<file path="config.mk">
export PLATFORM = sky130hd
export DESIGN_NAME = ivl_uvm_ovl_clk_div_flat
export DESIGN_NICKNAME = d
export VERILOG_FILES = /design/src/rtl/ivl_uvm_ovl_clk_div_pkg.sv /design/src/rtl/ivl_uvm_ovl_clk_div_if.sv /design/src/rtl/ivl_uvm_ovl_clk_div.sv /design/src/flat_wrapper.sv
export SDC_FILE = /design/constraint.sdc
export NUM_CORES = 1
export LEC_CHECK = 0
export CAP_MARGIN = 15
export CORE_MARGIN = 2
export CORE_UTILIZATION = 35
export CTS_CLUSTER_DIAMETER = 60
export DETAILED_ROUTE_END_ITERATION = 16
export RECOVER_POWER = 50
export SLEW_MARGIN = 30
export SYNTH_ARGS = -nofsm -noshare
export SYNTH_HDL_FRONTEND = slang
export SYNTH_SLANG_ARGS = --single-unit
</file>
<file path="constraint.sdc">
create_clock -name clk -period 13.4 [get_ports clk]
set_input_delay 2.68 -clock clk [delete_from_list [all_inputs] [get_ports clk]]
set_output_delay 2.68 -clock clk [all_outputs]
set_load 0.005 [all_outputs]
</file>
<file path="src/rtl/ivl_uvm_ovl_clk_div_pkg.sv">
// Shared types and helpers for the programmable clock divider.
// The legality rule lives here so the divider and its checkers agree on it.
package ivl_uvm_ovl_clk_pkg;

  localparam int PERIOD_CNT_W = 32;
  localparam int CFG_CNT_W    = 16;

  typedef enum logic [1:0] {
    IDLE     = 2'd0,
    RUN      = 2'd1,
    STOPPING = 2'd2
  } clk_state_t;

  typedef struct packed {
    logic [CFG_CNT_W-1:0] div;
    logic [CFG_CNT_W-1:0] high;
  } clk_cfg_t;

  // A period needs at least one high and one low cycle.
  function automatic logic cfg_legal(input logic [31:0] div, input logic [31:0] high);
    return (div >= 32'd2) && (high >= 32'd1) && (high < div);
  endfunction

endpackage

</file>
<file path="src/rtl/ivl_uvm_ovl_clk_div_if.sv">
// Configuration handshake for the clock divider: ratio/high-time offer,
// ready back-pressure and an illegal-config error pulse.
interface ivl_uvm_ovl_clk_div_if #(
  parameter int CNT_W = 16
);
  logic             cfg_valid;
  logic             cfg_ready;
  logic [CNT_W-1:0] cfg_div;
  logic [CNT_W-1:0] cfg_high;
  logic             cfg_err;

  modport master (output cfg_valid, cfg_div, cfg_high, input cfg_ready, cfg_err);
  modport slave  (input cfg_valid, cfg_div, cfg_high, output cfg_ready, cfg_err);
endinterface

</file>
<file path="src/rtl/ivl_uvm_ovl_clk_div.sv">
// Programmable integer clock divider with duty control. New ratio/duty is
// only applied at a period boundary, so clk_div never glitches.
module ivl_uvm_ovl_clk_div
  import ivl_uvm_ovl_clk_pkg::*;
#(
  parameter int CNT_W    = 16,
  parameter int DEF_DIV  = 2,
  parameter int DEF_HIGH = 1
) (
  input  logic                    clk,
  input  logic                    rst_n,
  input  logic                    en,
  ivl_uvm_ovl_clk_div_if.slave    cfg,
  output logic                    clk_div,
  output logic                    rise_stb,
  output logic                    fall_stb,
  output logic                    active,
  output logic [PERIOD_CNT_W-1:0] period_cnt
);

  clk_state_t r_state, w_state_nxt;
  logic [CNT_W-1:0] r_cnt, w_cnt_nxt;
  logic [CNT_W-1:0] r_div, w_div_nxt;
  logic [CNT_W-1:0] r_high, w_high_nxt;
  logic [CNT_W-1:0] r_pdiv, w_pdiv_nxt;
  logic [CNT_W-1:0] r_phigh, w_phigh_nxt;
  logic             r_pend, w_pend_nxt;
  logic             r_clk, w_clk_nxt;
  logic             r_rise, r_fall, r_err, w_err_nxt;
  logic [PERIOD_CNT_W-1:0] r_pcnt;

  logic w_xfer, w_legal, w_bnd, w_take;

  // Ready drops only while a config waits for the boundary.
  assign w_xfer  = cfg.cfg_valid && !r_pend;
  assign w_legal = cfg_legal(32'(cfg.cfg_div), 32'(cfg.cfg_high));
  assign w_take  = w_xfer && w_legal;
  assign w_bnd   = (r_cnt == r_div - CNT_W'(1));

  always_comb begin
    w_state_nxt = r_state;
    w_cnt_nxt   = r_cnt;
    w_div_nxt   = r_div;
    w_high_nxt  = r_high;
    w_pdiv_nxt  = r_pdiv;
    w_phigh_nxt = r_phigh;
    w_pend_nxt  = r_pend;
    w_err_nxt   = w_xfer && !w_legal;
    case (r_state)
      IDLE: begin
        if (w_take) begin
          w_div_nxt  = cfg.cfg_div;
          w_high_nxt = cfg.cfg_high;
        end
        if (en) begin
          w_state_nxt = RUN;
          w_cnt_nxt   = '0;
        end
      end
      default: begin
        if (w_bnd) begin
          w_cnt_nxt = '0;
          if (r_pend) begin
            w_div_nxt  = r_pdiv;
            w_high_nxt = r_phigh;
            w_pend_nxt = 1'b0;
          end else if (w_take) begin
            w_div_nxt  = cfg.cfg_div;
            w_high_nxt = cfg.cfg_high;
          end
          w_state_nxt = en ? RUN : IDLE;
        end else begin
          w_cnt_nxt = r_cnt + CNT_W'(1);
          if (w_take) begin
            w_pend_nxt  = 1'b1;
            w_pdiv_nxt  = cfg.cfg_div;
            w_phigh_nxt = cfg.cfg_high;
          end
          w_state_nxt = en ? RUN : STOPPING;
        end
      end
    endcase
    w_clk_nxt = (w_state_nxt != IDLE) && (w_cnt_nxt < w_high_nxt);
  end

  always_ff @(posedge clk) begin
    if (!rst_n) begin
      r_state <= IDLE;
      r_cnt   <= '0;
      r_div   <= CNT_W'(DEF_DIV);
      r_high  <= CNT_W'(DEF_HIGH);
      r_pdiv  <= '0;
      r_phigh <= '0;
      r_pend  <= 1'b0;
      r_clk   <= 1'b0;
      r_rise  <= 1'b0;
      r_fall  <= 1'b0;
      r_err   <= 1'b0;
      r_pcnt  <= '0;
    end else begin
      r_state <= w_state_nxt;
      r_cnt   <= w_cnt_nxt;
      r_div   <= w_div_nxt;
      r_high  <= w_high_nxt;
      r_pdiv  <= w_pdiv_nxt;
      r_phigh <= w_phigh_nxt;
      r_pend  <= w_pend_nxt;
      r_clk   <= w_clk_nxt;
      r_rise  <= w_clk_nxt & ~r_clk;
      r_fall  <= ~w_clk_nxt & r_clk;
      r_err   <= w_err_nxt;
      r_pcnt  <= r_pcnt + PERIOD_CNT_W'(r_rise);
    end
  end

  assign clk_div       = r_clk;
  assign rise_stb      = r_rise;
  assign fall_stb      = r_fall;
  assign active        = (r_state != IDLE);
  assign period_cnt    = r_pcnt;
  assign cfg.cfg_ready = !r_pend;
  assign cfg.cfg_err   = r_err;

endmodule

</file>
<file path="src/flat_wrapper.sv">
// flat-port wrapper written by rule: the top's interface ports become plain ports
module ivl_uvm_ovl_clk_div_flat import ivl_uvm_ovl_clk_pkg::*;
#(
  parameter int CNT_W    = 16,
  parameter int DEF_DIV  = 2,
  parameter int DEF_HIGH = 1
)
  (clk, rst_n, en, clk_div, rise_stb, fall_stb, active, period_cnt, cfg_cfg_valid, cfg_cfg_div, cfg_cfg_high, cfg_cfg_ready, cfg_cfg_err);
  ivl_uvm_ovl_clk_div_if #(.CNT_W(CNT_W)) cfg_i ();
  input  logic clk;
  input  logic rst_n;
  input  logic en;
  output logic clk_div;
  output logic rise_stb;
  output logic fall_stb;
  output logic active;
  output logic [PERIOD_CNT_W-1:0] period_cnt;
  input wire logic [$bits(cfg_i.cfg_valid)-1:0] cfg_cfg_valid;
  input wire logic [$bits(cfg_i.cfg_div)-1:0] cfg_cfg_div;
  input wire logic [$bits(cfg_i.cfg_high)-1:0] cfg_cfg_high;
  output wire logic [$bits(cfg_i.cfg_ready)-1:0] cfg_cfg_ready;
  output wire logic [$bits(cfg_i.cfg_err)-1:0] cfg_cfg_err;
  assign cfg_i.cfg_valid = cfg_cfg_valid;
  assign cfg_i.cfg_div = cfg_cfg_div;
  assign cfg_i.cfg_high = cfg_cfg_high;
  assign cfg_cfg_ready = cfg_i.cfg_ready;
  assign cfg_cfg_err = cfg_i.cfg_err;
  ivl_uvm_ovl_clk_div #(.CNT_W(CNT_W), .DEF_DIV(DEF_DIV), .DEF_HIGH(DEF_HIGH)) u_core (.clk(clk), .rst_n(rst_n), .en(en), .cfg(cfg_i), .clk_div(clk_div), .rise_stb(rise_stb), .fall_stb(fall_stb), .active(active), .period_cnt(period_cnt));
endmodule
</file>
==> summary.md <==
| Metric | Value |
|---|---|
| Post-synthesis sequential area ratio | `0.354` |
| Final Hold Slack | `between 0.4 and 0.5 ns` |
| Global-route wire length before repair | `30400 µm` |
| H-tree depth | `4` |
| Violated checks | `capacitance limit, slew limit` |
| Final hold vios | `0` |
| GRT Util Overall | `0.190` |
| Max cap viols | `1` |
| Placed insts | `between 1000 and 1500` |
| CTS buffer count | `17` |
| Starting Density | `0.358` |
| Ranking of synthesized cells by area | `dfxtp_1 (35%), ha_1 (6.3%), nand2_1 (5.8%)` |
| CP peak stage delay | `~0.8 ns` |
| CP endpoint kind | `flip-flop` |
| Avg Vias per Cell | `5.41` |
| Avg Inst Size Synth | `~8.0 µm²` |
| DP HPWL | `between 10000 and 15000 µm` |
| Crit path max fanout | `18` |
| Area occupied by multi-input gates | `approximately 4000 µm²` |
| Ys async rst share | `0` |
| Status | `finished with violations` |
| Clk slew on worst S/H paths | `0.05 ns` |
| Initial drt markers | `500` |
| # diodes | `0` |
| Worst-path cell chain | `dlygate4sd3_1, ha_1, a21oi_1, nand2_1, a32o_1, nor3_1, buf_4, nand4_1, nand2b_1, o22ai_1, nand2b_1, ha_1, nand4_1, nor3_1, a211oi_1, o211ai_1, or3_1, nor4_1` |
| Core area | `about 19000 µm²` |
| Sequential Area | `2380 µm²` |
| DRT Pass-1 Iters | `4` |
| CTS Sinks | `around 120` |
| CP Class | `in -> reg` |
| Remaining DRCs | `0` |
| Critical-path top delay cell | `nand2b_1` |
| CTS resizes | `0` |
| Via count | `6149` |
| Worst slew pin tran | `just under 4 ns` |
| WP buf/inv | `2` |
| Num rows | `50` |
| Setup WS pre-CTS | `approximately 5.4 ns` |
| Synth cell types | `65` |
| Synth area leader | `dfxtp_1` |
| Nets | `~960` |
| Non-Filler Instances | `1136` |
| Worst relative slew slack | `-1.59` |
| Min Clock Period, post-route | `7.69 ns` |
| Skew final | `0.00687 ns` |
| Routed wire length per instance | `roughly 17 µm` |
| Top delay family on crit path | `simple AND/OR/NAND/NOR gates` |
| Worst EP required | `around 14 ns` |
| Area share of the largest cell type after synthesis | `0.354` |
| GPL Wtd Cong | `approximately 0.8` |
| Final ANT Viol Nets | `0` |
| Class of the worst hold path | `reg -> reg` |
| Static Leak | `between 0.003 and 0.004 µW` |
| Total power | `approximately 1100 µW` |
| Most frequent cells after synthesis | `dfxtp_1 (119), nand2_1 (104), nor2_1 (86)` |
| Seq cells post-synth | `119` |
| Ports | `74` |
| Clock root cell | `clkbuf_16` |
| Slew Limit Fails | `78` |
| IO buf count | `73` |
| Final setup fails | `0` |
| CTS tree | `yes` |
| Peak supply drop | `82.0 µV` |
| Synthesized Nets | `approximately 900` |
| Fillers | `~1900` |
| Critical Path Source Type | `primary input` |
| Clock insertion delay at the later pin of the skew report | `0.41 ns` |
| Pwr per Cell Area | `approximately 130 nW/µm²` |
| CTS max path bufs | `2` |
| Setup TNS | `0 ns` |
| GRT overflow | `0` |
| WP data arrival | `around 8.0 ns` |
| Hold_buf cts | `0` |
| Most common cell in the netlist | `dfxtp_1` |
| Yosys warning count | `0` |
| Top FF cell, synth | `dfxtp_1` |
| Max Clk Rate | `approximately 130 MHz` |
| RSZ-0062 raised after global routing | `false` |
| Share of cells above drive strength 1 | `0.0665` |
| Area grow syn2layout | `23.3%` |
| Largest net degree at the start of global routing | `a little under 80` |
| Die Y | `143 µm` |
| Initial antenna violation count | `0` |
| Die area | `around 20000 µm²` |
| Area of the mapped netlist | `between 6000 and 7000 µm²` |
| Routed WL | `between 15000 and 20000 µm` |
| Final worst slack | `5.71 ns` |
| Post-synth EDFFs | `0` |
| Vias in the first global route | `~5700` |
| Mapped Cells | `836` |
| DIE WIDTH | `about 140 µm` |
| # Post-CTS Setup Buffers | `0` |
| Post-route clock period utilization | `0.574` |
==> kinds of logic (layout without fill, tap and decap cells) <==
group                      Yosys count  in the layout  share of synthesized area
AOI/OAI and AO/OA                  197            197                      0.195
xor gates and xnor gates            45             45                     0.0586
adders and majority gates           34             34                     0.0632
buffers and inverters               73            139                     0.0456
DFF                                119            119                      0.354
and+or+nand+nor                    368            368                      0.283
==> report_power, final <==
group / total (µW) / internal, µW / leakage (µW) / switching (µW)
combinational: 156 / 63.3 / 0.00198 / 92.4
clock: 532 / 363 / 0.000328 / 169
sequential: 384 / 370 / 0.000967 / 14.1
total: 1070 / 797 / 0.00327 / 275
==> cell type report <==
type	instances	area share
Sequential cell	119	0.287
Clock inverter	12	0.0267
Multi-Input combinational cell	644	0.487
Inverter	25	0.0113
Clock buffer	20	0.0563
Tap cell	234	0.0353
Timing Repair Buffer	82	0.0958
==> sequential cells by signal (all words and copies together) (netlist names) <==
name / cells
u_core.r_high: 16
u_core.fall_stb: 1
u_core.r_pend: 1
u_core.r_div: 16
u_core.r_cnt: 16
u_core.r_pdiv: 16
u_core.rise_stb: 1
u_core.period_cnt: 32
u_core.r_phigh: 16
u_core.r_state: 2
u_core.clk_div: 1
u_core.cfg.cfg_err: 1
==> worst reg2reg max path, cell delays in order, from the launching register on <==
cell and delay (ns):
dfxtp_1 0.35, inv_1 0.07, ha_1 0.23, or3b_4 0.45, nor4b_4 0.31, a21boi_1 0.13
or4_4 0.62, nor4_4 0.15, buf_4 0.25, nand2b_1 0.56, o22ai_1 0.21, nand2b_1 0.20
ha_1 0.31, nand4_1 0.15, nor3_1 0.09, a211oi_1 0.25, o211ai_1 0.11, or3_1 0.40
nor4_1 0.24
==> placed cells by master (no fill, tap or decap), drive strengths merged, types with 21 or more instances in the layout <==
master / count
o22ai: 31
o21ai: 31
nor2: 86
dfxtp: 119
a21oi: 56
nand2b: 23
inv: 23
dlygate4sd3: 41
clkbuf: 21
nand2: 104
clkdlybuf4s50: 32
xor2: 31
a211oi: 30
ha: 34
nand3: 25
==> final timing paths <==
kind	start	depth (start not counted)	to	slack, ns
setup / recovery	cfg_cfg_high[14]	18	u_core.rise_stb	5.71
setup reg to reg	u_core.r_div[0]	18	u_core.rise_stb	8.20
hold reg to reg	u_core.r_phigh[2]	2	u_core.r_phigh[2]	0.45
hold / removal	u_core.r_phigh[2]	2	u_core.r_phigh[2]	0.45
==> per-layer routing <==
metal | part of all wire | track usage | vias to the layer above
li1 | - | - | 3099
met1 | 0.48 | 0.263 | 2926
met2 | 0.47 | 0.305 | 108
met3 | 0.032 | 0.0325 | 16
met4 | 0.013 | 0.0526 | 0
met5 | 0 | 0 | -
==> through the flow <==
step	utilization	area (µm²)
3_3_place_gp	0.405	7610
3_5_place_dp	0.405	7610
2_1_floorplan	-	6730
6_report	0.442	8290
4_1_cts	0.442	8300
5_1_grt	0.442	8290
No activity file was read; power rests on OpenSTA's default activity.
